[src/rtl/uart_receiver_pkg.sv]
// rtl/uart_receiver_pkg.sv - receiver FSM states, oversampling constants and baud divider helper (UART_PARITY_EN adds the PARITY state)
package uart_receiver_pkg;

  localparam int OVERSAMPLE = 16;
  localparam int SAMPLE_IDX = 7;

  typedef enum logic [2:0] {
    UART_RX_IDLE   = 3'd0,
    UART_RX_START  = 3'd1,
    UART_RX_DATA   = 3'd2,
`ifdef UART_PARITY_EN
    UART_RX_PARITY = 3'd3,
`endif
    UART_RX_STOP   = 3'd4,
    UART_RX_BREAK  = 3'd5
  } uart_rx_state_e;

  // Clocks per oversample tick, rounded to nearest.
  function automatic int calc_div(input int clk_mhz, input int baud);
    longint num;
    longint den;
    num = longint'(clk_mhz) * 64'sd1000000;
    den = longint'(baud) * longint'(OVERSAMPLE);
    return int'((num + den / 2) / den);
  endfunction

endpackage

[src/rtl/uart_rx_fifo.sv]
// rtl/uart_rx_fifo.sv - synchronous byte FIFO with first-word-fall-through read port and occupancy count
module uart_rx_fifo #(
  parameter int AW = 4
) (
  input  logic          clk,
  input  logic          rst_n,
  input  logic          wr_en,
  input  logic [7:0]    din,
  input  logic          rd_en,
  output logic [7:0]    dout,
  output logic          valid,
  output logic [AW:0]   count,
  output logic          full
);

  localparam int DEPTH = 2 ** AW;

  logic [7:0]  mem [DEPTH];
  logic [AW:0] wr_ptr;
  logic [AW:0] rd_ptr;
  logic        do_push;
  logic        do_pop;

  // Pointers carry one extra bit so full and empty differ; count is their difference.
  assign count = wr_ptr - rd_ptr;
  assign full  = (count == (AW + 1)'(DEPTH));
  assign valid = (count != '0);

  // A pop on an empty FIFO is ignored; a push into a full FIFO only lands when a pop frees a slot.
  assign do_pop  = rd_en && valid;
  assign do_push = wr_en && (!full || do_pop);

  // Head byte is shown without a read request; 0 when nothing is held.
  assign dout = valid ? mem[rd_ptr[AW-1:0]] : 8'h00;

  // Pointer advance on accepted push/pop.
  always_ff @(posedge clk or negedge rst_n) begin
    if (!rst_n) begin
      wr_ptr <= '0;
      rd_ptr <= '0;
    end else begin
      if (do_push) wr_ptr <= wr_ptr + (AW + 1)'(1);
      if (do_pop)  rd_ptr <= rd_ptr + (AW + 1)'(1);
    end
  end

  // Storage write; contents need no reset since valid gates dout.
  always_ff @(posedge clk) begin
    if (do_push) mem[wr_ptr[AW-1:0]] <= din;
  end

endmodule

[src/rtl/uart_receiver.sv]
// rtl/uart_receiver.sv - 16x oversampled UART receiver with FWFT byte FIFO and sticky errors; UART_PARITY_EN enables even parity
module uart_receiver
  import uart_receiver_pkg::*;
#(
  parameter int CLK_FREQ  = 50,
  parameter int BAUD_RATE = 115200,
  parameter int FIFO_AW   = 4
) (
  input  logic               clk,
  input  logic               rst_n,
  input  logic               rx,
  input  logic               rd_en,
  input  logic               clr,
  output logic [7:0]         dout,
  output logic               valid,
  output logic [FIFO_AW:0]   count,
  output logic               frame_err,
  output logic               par_err,
  output logic               overflow
);

  localparam int DIV   = calc_div(CLK_FREQ, BAUD_RATE);
  localparam int DIV_W = (DIV > 1) ? $clog2(DIV) : 1;

  uart_rx_state_e state;
  uart_rx_state_e state_nxt;

  logic             rx_meta;
  logic             rx_s;
  logic [DIV_W-1:0] div_cnt;
  logic             tick;
  logic [3:0]       os_cnt;
  logic             sample;
  logic [2:0]       bit_cnt;
  logic [7:0]       shift;
  logic             push;
  logic             frame_set;
  logic             fifo_full;
  logic             ovf_set;
`ifdef UART_PARITY_EN
  logic             bad;
  logic             par_set;
`endif

  // Two-flop synchroniser; idle-high so reset does not look like a start bit.
  always_ff @(posedge clk or negedge rst_n) begin
    if (!rst_n) begin
      rx_meta <= 1'b1;
      rx_s    <= 1'b1;
    end else begin
      rx_meta <= rx;
      rx_s    <= rx_meta;
    end
  end

  assign tick   = (div_cnt == DIV_W'(DIV - 1));
  assign sample = tick && (os_cnt == 4'(SAMPLE_IDX));

  // Free-running oversample tick divider.
  always_ff @(posedge clk or negedge rst_n) begin
    if (!rst_n) div_cnt <= '0;
    else if (tick) div_cnt <= '0;
    else div_cnt <= div_cnt + DIV_W'(1);
  end

  // State register.
  always_ff @(posedge clk or negedge rst_n) begin
    if (!rst_n) state <= UART_RX_IDLE;
    else state <= state_nxt;
  end

  // Next state and per-frame outcome strobes.
  always_comb begin
    state_nxt = state;
    push      = 1'b0;
    frame_set = 1'b0;
`ifdef UART_PARITY_EN
    par_set   = 1'b0;
`endif
    case (state)
      UART_RX_IDLE:  if (!rx_s) state_nxt = UART_RX_START;
      UART_RX_START: if (sample) state_nxt = rx_s ? UART_RX_IDLE : UART_RX_DATA;
      UART_RX_DATA: begin
        if (sample && bit_cnt == 3'd7) begin
`ifdef UART_PARITY_EN
          state_nxt = UART_RX_PARITY;
`else
          state_nxt = UART_RX_STOP;
`endif
        end
      end
`ifdef UART_PARITY_EN
      UART_RX_PARITY: if (sample) state_nxt = UART_RX_STOP;
`endif
      UART_RX_STOP: begin
        if (sample) begin
          if (!rx_s) begin
            frame_set = 1'b1;
            state_nxt = UART_RX_BREAK;
          end
`ifdef UART_PARITY_EN
          else if (bad) begin
            par_set   = 1'b1;
            state_nxt = UART_RX_IDLE;
          end
`endif
          else begin
            push      = 1'b1;
            state_nxt = UART_RX_IDLE;
          end
        end
      end
      UART_RX_BREAK: if (rx_s) state_nxt = UART_RX_IDLE;
      default:       state_nxt = UART_RX_IDLE;
    endcase
  end

  // Bit timing, data shift (LSB first) and parity tracking.
  always_ff @(posedge clk or negedge rst_n) begin
    if (!rst_n) begin
      os_cnt  <= '0;
      bit_cnt <= '0;
      shift   <= '0;
`ifdef UART_PARITY_EN
      bad     <= 1'b0;
`endif
    end else begin
      if (state == UART_RX_IDLE) os_cnt <= '0;
      else if (tick) os_cnt <= os_cnt + 4'd1;
      if (state == UART_RX_START) begin
        bit_cnt <= '0;
`ifdef UART_PARITY_EN
        bad     <= 1'b0;
`endif
      end
      if (state == UART_RX_DATA && sample) begin
        shift   <= {rx_s, shift[7:1]};
        bit_cnt <= bit_cnt + 3'd1;
      end
`ifdef UART_PARITY_EN
      if (state == UART_RX_PARITY && sample) bad <= (^shift) ^ rx_s;
`endif
    end
  end

  assign ovf_set = push && fifo_full && !rd_en;

  // Sticky error flags; a new event beats a simultaneous clear.
  always_ff @(posedge clk or negedge rst_n) begin
    if (!rst_n) begin
      frame_err <= 1'b0;
      overflow  <= 1'b0;
    end else begin
      if (frame_set) frame_err <= 1'b1;
      else if (clr) frame_err <= 1'b0;
      if (ovf_set) overflow <= 1'b1;
      else if (clr) overflow <= 1'b0;
    end
  end

`ifdef UART_PARITY_EN
  // Sticky parity error flag.
  always_ff @(posedge clk or negedge rst_n) begin
    if (!rst_n) par_err <= 1'b0;
    else if (par_set) par_err <= 1'b1;
    else if (clr) par_err <= 1'b0;
  end
`else
  assign par_err = 1'b0;
`endif

  uart_rx_fifo #(
    .AW(FIFO_AW)
  ) u_fifo (
    .clk   (clk),
    .rst_n (rst_n),
    .wr_en (push),
    .din   (shift),
    .rd_en (rd_en),
    .dout  (dout),
    .valid (valid),
    .count (count),
    .full  (fifo_full)
  );

endmodule

[config.mk]
export PLATFORM = sky130hd
export DESIGN_NAME = uart_receiver
export DESIGN_NICKNAME = d
export VERILOG_FILES = /design/src/rtl/uart_receiver_pkg.sv /design/src/rtl/uart_rx_fifo.sv /design/src/rtl/uart_receiver.sv
export SDC_FILE = /design/constraint.sdc
export NUM_CORES = 1
export LEC_CHECK = 0
export CORE_MARGIN = 2
export CORE_UTILIZATION = 45
export CTS_CLUSTER_DIAMETER = 120
export CTS_CLUSTER_SIZE = 14
export DETAILED_ROUTE_END_ITERATION = 16
export DONT_BUFFER_PORTS = 1
export MAX_ROUTING_LAYER = met4
export PLACE_DENSITY_LB_ADDON = 0.3
export RECOVER_POWER = 50
export SLEW_MARGIN = 20
export SYNTH_ARGS = -nofsm -noshare
export SYNTH_HDL_FRONTEND = slang
export SYNTH_HIERARCHICAL = 1
export SYNTH_SLANG_ARGS = --single-unit
[constraint.sdc]
create_clock -name clk -period 4.34 [get_ports clk]
set_input_delay 0.651 -clock clk [delete_from_list [all_inputs] [get_ports clk]]
set_output_delay 0.651 -clock clk [all_outputs]
set_load 0.01 [all_outputs]
## After elaboration in Yosys (flattened, before gate mapping)

Memories as Yosys holds them, arrays and structs flattened.
Cells that the tools add are included.

- $add $sub $neg: 6
- Equality and inequality tests: 13
- Mux-type cells: 25
- Reductions and logical operators: 17

Operator list:

| kind | count |
|---|---|
| 3-bit two-way mux | 8 |
| 5-bit by 1-bit adder with 5-bit output (second input constant) | 3 |
| 3-bit one-hot mux with 5 select lines | 1 |
| 1-bit two-way mux | 11 |
| 5-bit equality test (second input constant) | 2 |
| 2-bit != test (second input constant) | 5 |
| 3-bit equality test (second input constant) | 3 |
| 4-bit two-way mux | 2 |
| 8-bit two-way mux | 1 |
| 2-bit nonzero test | 4 |
| 1-bit logical AND | 7 |
| 5-bit two-way mux | 1 |
| 5-bit AND reduction | 1 |
| 5-bit nonzero test | 1 |
| 5-bit subtractor | 1 |
| 4-bit by 1-bit adder with 4-bit output (second input constant) | 1 |
| 4-bit by 3-bit equality test with 1-bit output (second input constant) | 1 |
| 3-bit by 1-bit adder with 3-bit output (second input constant) | 1 |
| 3-bit by 1-bit equality test with 1-bit output (second input constant) | 1 |
| 3-bit by 2-bit equality test with 1-bit output (second input constant) | 1 |
| 3-bit logical NOT | 1 |
| 1-bit logical NOT | 2 |
| 2-bit two-way mux | 1 |
| 1-bit logical OR | 1 |

- Register bits after elaboration: 37
- Bits in writable memories: 128
- Output and inout bits: 17
- Word-level logic and storage cells: 73
- Memories kept: 1

Memories:

| name | words | width | read ports | clocked after Yosys merged registers in | write ports | line | text |
|---|---|---|---|---|---|---|---|
| u_fifo.mem | 16 | 8 | 1 | 0 | 1 | uart_rx_fifo.sv:18 | `logic [7:0] mem [DEPTH];` |

## Depth between registers and ports, before layout

Gate-level depths: netlist of the first run.

- Depth in word-level cells: 7
- Gate-level depth with buffers: 11
- Mapped depth without buffers: 10

## Modules after synthesis

Netlist of the first run, hierarchy kept.

Modules (own cells, without submodules):

| module | times used | cells an instance | area an instance (um^2) | seq. area each (um^2) |
|---|---|---|---|---|
| uart_rx_fifo | 1 | 308 | 5,779.3 | 4,093.9 |
| uart_receiver | 1 | 107 | 1,300.0 | 678.2 |

## Worst setup path before layout of the first run

Ideal clock, no wire load.

- Path kind: register to register
- From: reg u_fifo.rd_ptr[2]
- To: mem u_fifo.mem[0][0], enable pin
- Data arrival time: 2.765 ns
- Required time: 3.957 ns
- Path slack: 1.191 ns
- Stages on the path, launching flop included: 9
- Period minus slack after synthesis: 3.149 ns
- Path through: dfrtp_1 -> clkbuf_1 -> inv_2 -> ha_1 -> a21oi_1 -> a211oi_2 -> o2111ai_4 -> nand3_1 -> nor3_1

- Cells in the longest elaborated chain, start to end: 7

RTL lines:

| what | line | text |
|---|---|---|
| start: declaration | uart_rx_fifo.sv:20 | `logic [AW:0] rd_ptr;` |
| start signal: assignment | uart_rx_fifo.sv:43 | `if (do_pop) rd_ptr <= rd_ptr + (AW + 1)'(1);` |
| 5-bit subtractor (*) | uart_rx_fifo.sv:25 | `assign count = wr_ptr - rd_ptr;` |
| 5-bit equality test or 5-bit nonzero test (tied branches) | uart_rx_fifo.sv:26, uart_rx_fifo.sv:27 |  |
| 1-bit logical NOT or 1-bit logical AND (tied branches) | uart_rx_fifo.sv:31, uart_rx_fifo.sv:30 |  |
| 1-bit logical OR (*) | uart_rx_fifo.sv:31 | `assign do_push = wr_en && (!full \|\| do_pop);` |
| 1-bit logical AND (*) | uart_rx_fifo.sv:31 |  |
| 1-bit two-way mux (*) | uart_rx_fifo.sv:49 | `if (do_push) mem[wr_ptr[AW-1:0]] <= din;` |
| 1-bit two-way mux (implied by the code) (*) | uart_rx_fifo.sv:49 |  |
| end: declaration | uart_rx_fifo.sv:18 |  |

Every way passes the cells marked *; elsewhere a longest branch is shown, timed or not.

## Worst setup path after layout of the first run

- From: reg u_fifo.wr_ptr[0]
- To: out dout[2]

- Cells in the longest elaborated chain, start to end: 3

RTL lines:

| what | line | text |
|---|---|---|
| start: declaration | uart_rx_fifo.sv:19 | `logic [AW:0] wr_ptr;` |
| start signal: assignment | uart_rx_fifo.sv:42 | `if (do_push) wr_ptr <= wr_ptr + (AW + 1)'(1);` |
| 5-bit subtractor | uart_rx_fifo.sv:25 |  |
| net count[2] | uart_receiver.sv:16 | `output logic [FIFO_AW:0] count,` |
| 5-bit nonzero test | uart_rx_fifo.sv:27 | `assign valid = (count != '0);` |
| 8-bit two-way mux | uart_rx_fifo.sv:34 | `assign dout = valid ? mem[rd_ptr[AW-1:0]] : 8'h00;` |
| end: declaration | uart_receiver.sv:14 | `output logic [7:0] dout,` |

The timed path passes the listed nets, and every way through them passes these cells.

==> metrics.txt, run 1 <==
final std cells w/o fill 650; WL final 13600 um; wire length per cell 20.9 um; Detailed Routing Iterations Pass 1 4; FMAX 278 MHz; ant diodes 0; Max Clock Skew 12.9 ps; Gate Count Post-Synth 415; Worst IR Drop VDD 289 uV; Final min period 3600 ps; critical path fanouts, max 13; Flop pwr share 43.4%; first-pass GRT wire length 21100 um; Synth top area share 54.3%; antenna-violating nets left 0; Nets 446; CTS root buf clkbuf_16; die width 129 um; largest delay contributor family on the critical path compound AO/OA/AOI/OAI gates; commonest non-fill, non-tap cell in the layout edfxtp_1; P&R area growth vs syn 11.5%; initial antenna violation count 0; drt via density 5.52; HPWL after detailed placement 8760 um; failing checks max-capacitance violations, max-slew violations; post-synth cell types 61; via count 3587; placed instance count 617; Clk Latency, worst-skew pair 430 ps; P_sw 0.00112 W; Worst EP required 3690 ps; Die Y 129 um; H-tree lvl count 4; RSZ-0062 raised after global routing no; Fin. Hold Viols 0; fin worst setup slack 745 ps; Max Cap Viol 1; Place WS 1010 ps; Bufs and invs on worst path 3; switching fraction of total power 27.8%; max_slew headroom -32.5%; CTS sink count 165; WP data arrival 2940 ps; LEAKAGE 3.03 nW; slew at the pin closest to its max-slew limit 1990 ps; commonest non-fill, non-tap cells in the layout edfxtp_1 (128), dfrtp_1 (34), mux4_2 (32), nand2_1 (26), inv_1 (18); HP Class in -> async; CP Capture Type output pin; largest net degree at the start of global routing 36; CTS Buffer Depth 2; Critical Path Max Stage Delay 430 ps; worst-path cell chain inv_1 -> ha_1 -> inv_1 -> fa_1 -> xnor2_2 -> inv_1 -> a211o_2 -> a22oi_4 -> a211oi_1; number of DRC markers after the initial detailed-route iteration 227; layout cells sized above 1 21.6%; post_cts resized 0; Pwr per Cell Area 509 nW/um2; FFs w/ async S/R, synth 22.4%; num rows 45; Pint 0.00290 W; Total GRT Usage 18.1%; run status finished with violations; Final setup viols 0; Synthesis Warnings 6; # hold bufs at CTS 1; Final Wtd Congestion 0.823; Critical Path Slowest Stage Cell dfrtp_1; CP Launch Type flop; Design Area, Final 7890 um2; Synth Flop Type edfxtp_1; PortBufs 0; Crit Path Class reg -> out; Crit path top cell by count inv_1; GRT overflow 0; post-CTS setup buffer count 0; core area 15300 um2; Gate power share 18.7%; dominant cells by area after synthesis edfxtp_1 (54%), dfrtp_1 (12%), mux4_2 (10%); Avg Cell Area, Syn 17.1 um2; clock share of power 37.9%; I/O pins 22; flops & latches, synth 165; initial core utilization 46.2%; CTS tree built; Remaining DRCs 0; Cell Area, Synth 7080 um2; Slew Viols, Final 36; Yosys top cell by area edfxtp_1; sequential fraction of the synthesis area 67.4%; DIE AREA 16800 um2; dpl cell area 7280 um2; Setup TNS Final 0 ps; Reg clk slew, reported paths 60 ps; number of global-route vias before repair 3671; Post-synth EDFFs 128; syn_nets 435; total CTS buffers 17; final period utilization 82.8%
## sequential cells by signal, summed over array words and instances (netlist names)
| register | count |
|---|---|
| shift | 8 |
| os_cnt | 4 |
| u_fifo/mem | 128 |
| rx_s | 1 |
| frame_err | 1 |
| state | 3 |
| div_cnt | 5 |
| u_fifo/wr_ptr | 5 |
| bit_cnt | 3 |
| rx_meta | 1 |
| overflow | 1 |
| u_fifo/rd_ptr | 5 |
## metal layers
metal / GRT usage, % / part of all wire, % / vias to the layer above / wire (um)
met5: - / 0 / - / 0
met4: 7.02 / 1.6 / 0 / 218
met3: 4.79 / 5.4 / 13 / 735
met2: 28.0 / 50 / 92 / 6780
met1: 23.0 / 43 / 1859 / 5830
li1: - / - / 1623 / -
## path summary, 6_finish.rpt
check | startpoint | endpoint | depth (start not counted) | slack (ps)
worst max register to register | u_fifo/wr_ptr[0]$_DFFE_PN0P_ | u_fifo/mem[9][6]$_DFFE_PP_ | 9 | 1010
worst min-delay path | rst_n | rx_meta$_DFF_PN1_ | 0 | 70
min in group clk | rx | rx_meta$_DFF_PN1_ | 0 | 220
max in group asynchronous | rst_n | u_fifo/rd_ptr[0]$_DFFE_PN0P_ | 1 | 2260
worst max-delay path | u_fifo/wr_ptr[0]$_DFFE_PN0P_ | dout[2] | 9 | 740
worst min register to register | rx_meta$_DFF_PN1_ | rx_s$_DFF_PN1_ | 0 | 360
## cell type report
type                            count  area, um2
Clock buffer                       17        425
Clock inverter                     15        179
Fill cell                        1259       7420
Inverter                           21       78.8
Multi-Input combinational cell    213       2110
Sequential cell                   165       4770
Tap cell                          211        264
Timing Repair Buffer                8       56.3
## power groups by stage
stage	logic [W]	registers (W)	clock network, W
final	0.000752	0.00174	0.00152
after global routing	0.000806	0.00174	0.00161
after CTS	0.000765	0.00174	0.00155
after detailed placement	0.000757	0.00177	0
after global placement	0.000746	0.00177	0
after floorplan	0.000642	0.00175	0
## metrics by stage
| step | power [W] | hold WS, ps | util, % |
|---|---|---|---|
| after global routing | 0.00416 | 34.4 | 51.5 |
| after global placement | 0.00252 | 347 | 47.5 |
| after CTS | 0.00405 | 43.3 | 51.6 |
| after detailed placement | 0.00253 | 347 | 47.5 |
| final | 0.00401 | 66.0 | 51.5 |
| after floorplan | 0.00240 | 345 | - |
## kinds of logic (layout without fill, tap and decap cells)
| kind of cell | Yosys count | count (layout) | share of synthesized area [%] |
|---|---|---|---|
| compound gates | 30 | 30 | 3.46 |
| xor+xnor | 14 | 14 | 1.84 |
| fa+ha+maj | 15 | 15 | 2.76 |
| buf+inv | 37 | 61 | 2.74 |
| flops | 165 | 165 | 67.4 |
| mux | 54 | 54 | 13.9 |
| other cells | 1 | 1 | 0.0530 |
| simple gates | 99 | 99 | 7.85 |
## cell usage after synthesis (6+ instances only)
| cell type | n |
|---|---|
| edfxtp_1 | 128 |
| dfrtp_1 | 35 |
| mux4_2 | 32 |
| nand2_1 | 26 |
| inv_1 | 18 |
| nor2_1 | 17 |
| ha_1 | 14 |
| mux2i_1 | 12 |
| nand3_1 | 12 |
| and3_1 | 9 |
| xnor2_1 | 9 |
| a211oi_1 | 8 |
| mux2_4 | 8 |
| nor3_1 | 8 |
| a21oi_1 | 6 |
(Power assumes the default switching activity.)
==> inputs of run 2 (changes only) <==
clock period = 3.4 ns   (was 4.34 ns; I/O delays follow)
==> metrics.txt, run 2 (synthesis gave the netlist of run 1 again) <==
run status finished with violations; failing checks max-capacitance violations, max-slew violations; switching fraction of total power 28.6% (+0.79 points); commonest non-fill, non-tap cell in the layout edfxtp_1; DIE AREA 16800 um2 (unchanged); Flop pwr share 43.4% (about the same); CP endpoint dout[7]; clock share of power 36.2% (-1.7 points); via count 3706 (+3.3%); core area 15300 um2 (unchanged); drt via density 5.57 (+0.99%); Die Y 129 um (unchanged); Fill cells 1248 (-0.87%); Critical Path Source u_fifo/wr_ptr[0]$_DFFE_PN0P_; final std cells w/o fill 665 (+2.3%); max_slew headroom -40.9% (-8.4 points); WP data arrival 2770 ps (-170 ps); antenna-violating nets left 0 (unchanged); Detailed Routing Iterations Pass 1 4 (unchanged); GRT overflow 0 (unchanged); RSZ-0062 raised after global routing no; placed instance count 630 (+2.1%); Reg clk slew, reported paths 60 ps (about the same); CTS tree built; Max Cap Viol 1 (unchanged); wire length per cell 20.8 um (-0.47%); commonest non-fill, non-tap cells in the layout edfxtp_1 (128), dfrtp_1 (33), mux4_2 (32), nand2_1 (26), buf_4 (21); CTS root buf clkbuf_16; Worst EP required 2890 ps (-800 ps); ant diodes 0 (unchanged); P&R area growth vs syn 13.3%; Pint 0.00368 W (+27%); HPWL after detailed placement 9060 um (+3.3%); CTS sink count 165 (unchanged); Final min period 3280 ps; Reg2Reg Capture Point u_fifo/mem[1][0]$_DFFE_PP_; R2R Setup Slk 370 ps (-640 ps); Total GRT Usage 18.8% (+0.77 points); first-pass GRT wire length 22100 um (+5.1%); CTS Buffer Depth 2 (unchanged); PortBufs 0 (unchanged); dpl cell area 7380 um2 (+1.3%); Gate power share 20.5% (+1.8 points); final period utilization 96.6%; HP Class in -> reg; critical path fanouts, max 10 (-3); CP Capture Type output pin; Max Clock Skew 15.5 ps (+2.62 ps); Worst IR Drop VDD 375 uV (+29%); layout cells sized above 1 25.6% (+3.9 points); die width 129 um (unchanged); max FFs per register 128 (unchanged); num rows 45 (unchanged); FMAX 304 MHz; Design Area, Final 8020 um2 (+1.7%); Pwr per Cell Area 642 nW/um2 (+26%); Setup TNS Final 0 ps (unchanged); H-tree lvl count 4 (unchanged); I/O pins 22 (unchanged); Crit Path Class reg -> out; initial core utilization 46.2% (unchanged); Clk Latency, worst-skew pair 430 ps (about the same); Final Wtd Congestion 0.906 (+10%); Final setup viols 0 (unchanged); R2R depth 10 (+1); P_sw 0.00147 W (+32%); LEAKAGE 3.12 nW (+2.9%); CP Launch Type flop; largest net degree at the start of global routing 38 (+5.6%); slew at the pin closest to its max-slew limit 2110 ps (+126 ps); Fin. Hold Viols 0 (unchanged); Nets 462 (+3.6%); Remaining DRCs 0 (unchanged); Slew Viols, Final 38 (+5.6%); number of DRC markers after the initial detailed-route iteration 310 (+37%); initial antenna violation count 0 (unchanged); total CTS buffers 17 (unchanged); WL final 13800 um (+1.8%); number of global-route vias before repair 3856 (+5.0%); Crit Reg-Reg Startpoint u_fifo/wr_ptr[0]$_DFFE_PN0P_
-- run 2: cell count changes in the layout (fill, tap and decap cells not counted), sizes merged --
cell,before,now
buf,7,22
bufinv,3,2
clkinv,6,7
clkinvlp,5,4
dlygate4sd3,0,1
-- run 2: repair_timing --
item / 4_1_cts / 5_1_grt
cloned: 0 / 0
pin swaps: 0 / 2
gates resized for setup: 0 / 6
setup buffers: 1 / 1
hold buffers: 2 / 0
hold endpoints to repair: 37 / 0
setup endpoints to repair: 8 / 9
-- run 2: power groups by stage --
stage	combinational, W	sequential [W]	clock, W
2_1_floorplan	0.000820	0.00224	0
3_3_place_gp	0.00100	0.00226	0
3_5_place_dp	0.00102	0.00226	0
4_1_cts	0.00104	0.00222	0.00190
5_1_grt	0.00113	0.00224	0.00199
6_report	0.00105	0.00223	0.00186
-- run 2: layout make-up --
| cell class | count | area, um2 | share of cell area, % |
|---|---|---|---|
| Clock inverter | 14 | 154 | 1.92 |
| Tap cell | 211 | 264 | 3.29 |
| Timing Repair Buffer | 24 | 191 | 2.39 |
| Inverter | 21 | 86.3 | 1.08 |
| Clock buffer | 17 | 425 | 5.30 |
| Sequential cell | 165 | 4770 | 59.5 |
| Multi-Input combinational cell | 213 | 2130 | 26.5 |
-- run 2: worst min path at each step --
stage	start	endpoint	cells after the start
finish	rx	rx_meta$_DFF_PN1_	0
global route	rx	rx_meta$_DFF_PN1_	0
CTS	rx	rx_meta$_DFF_PN1_	0
detailed placement	rst_n	os_cnt[1]$_DFFE_PN0P_	0
global placement	rst_n	os_cnt[0]$_DFFE_PN0P_	0
floorplan	rst_n	bit_cnt[0]$_DFFE_PN0P_	0
-- run 2: stage by stage --
stage,hold slack (ps),util (%),worst slack [ps],power (W)
global placement,216,48.2,542,0.00327
floorplan,214,-,251,0.00306
CTS,58.1,52.2,-27.7,0.00517
finish,73.0,52.4,116,0.00515
detailed placement,216,48.2,420,0.00329
global route,56.5,52.4,3.55,0.00536
-- run 2: metal layers --
layer  up-vias  global-route usage [%]  wire length [um]  share of wire, %
met5         -                       -                 0                 0
met4         0                    7.59               254               1.8
met3        18                    4.54               683               4.9
met2        96                    28.5              6740                49
met1      1938                    24.8              6130                44
li1       1654                       -                 -                 -
-- run 2: critical path: stages, from the launching register on --
cell and delay [ps]:
dfrtp_1 440, inv_1 140, ha_1 180, inv_1 50
fa_1 420, xnor2_2 220, inv_1 120, a211o_2 350
a22oi_4 180, buf_12 150, a211oi_1 90
==> inputs of run 3 (changes only) <==
ABC_AREA = 0   (was default)
==> results of run 3 <==
No change in the layout: final DEF, timing and power equal those of run 2.
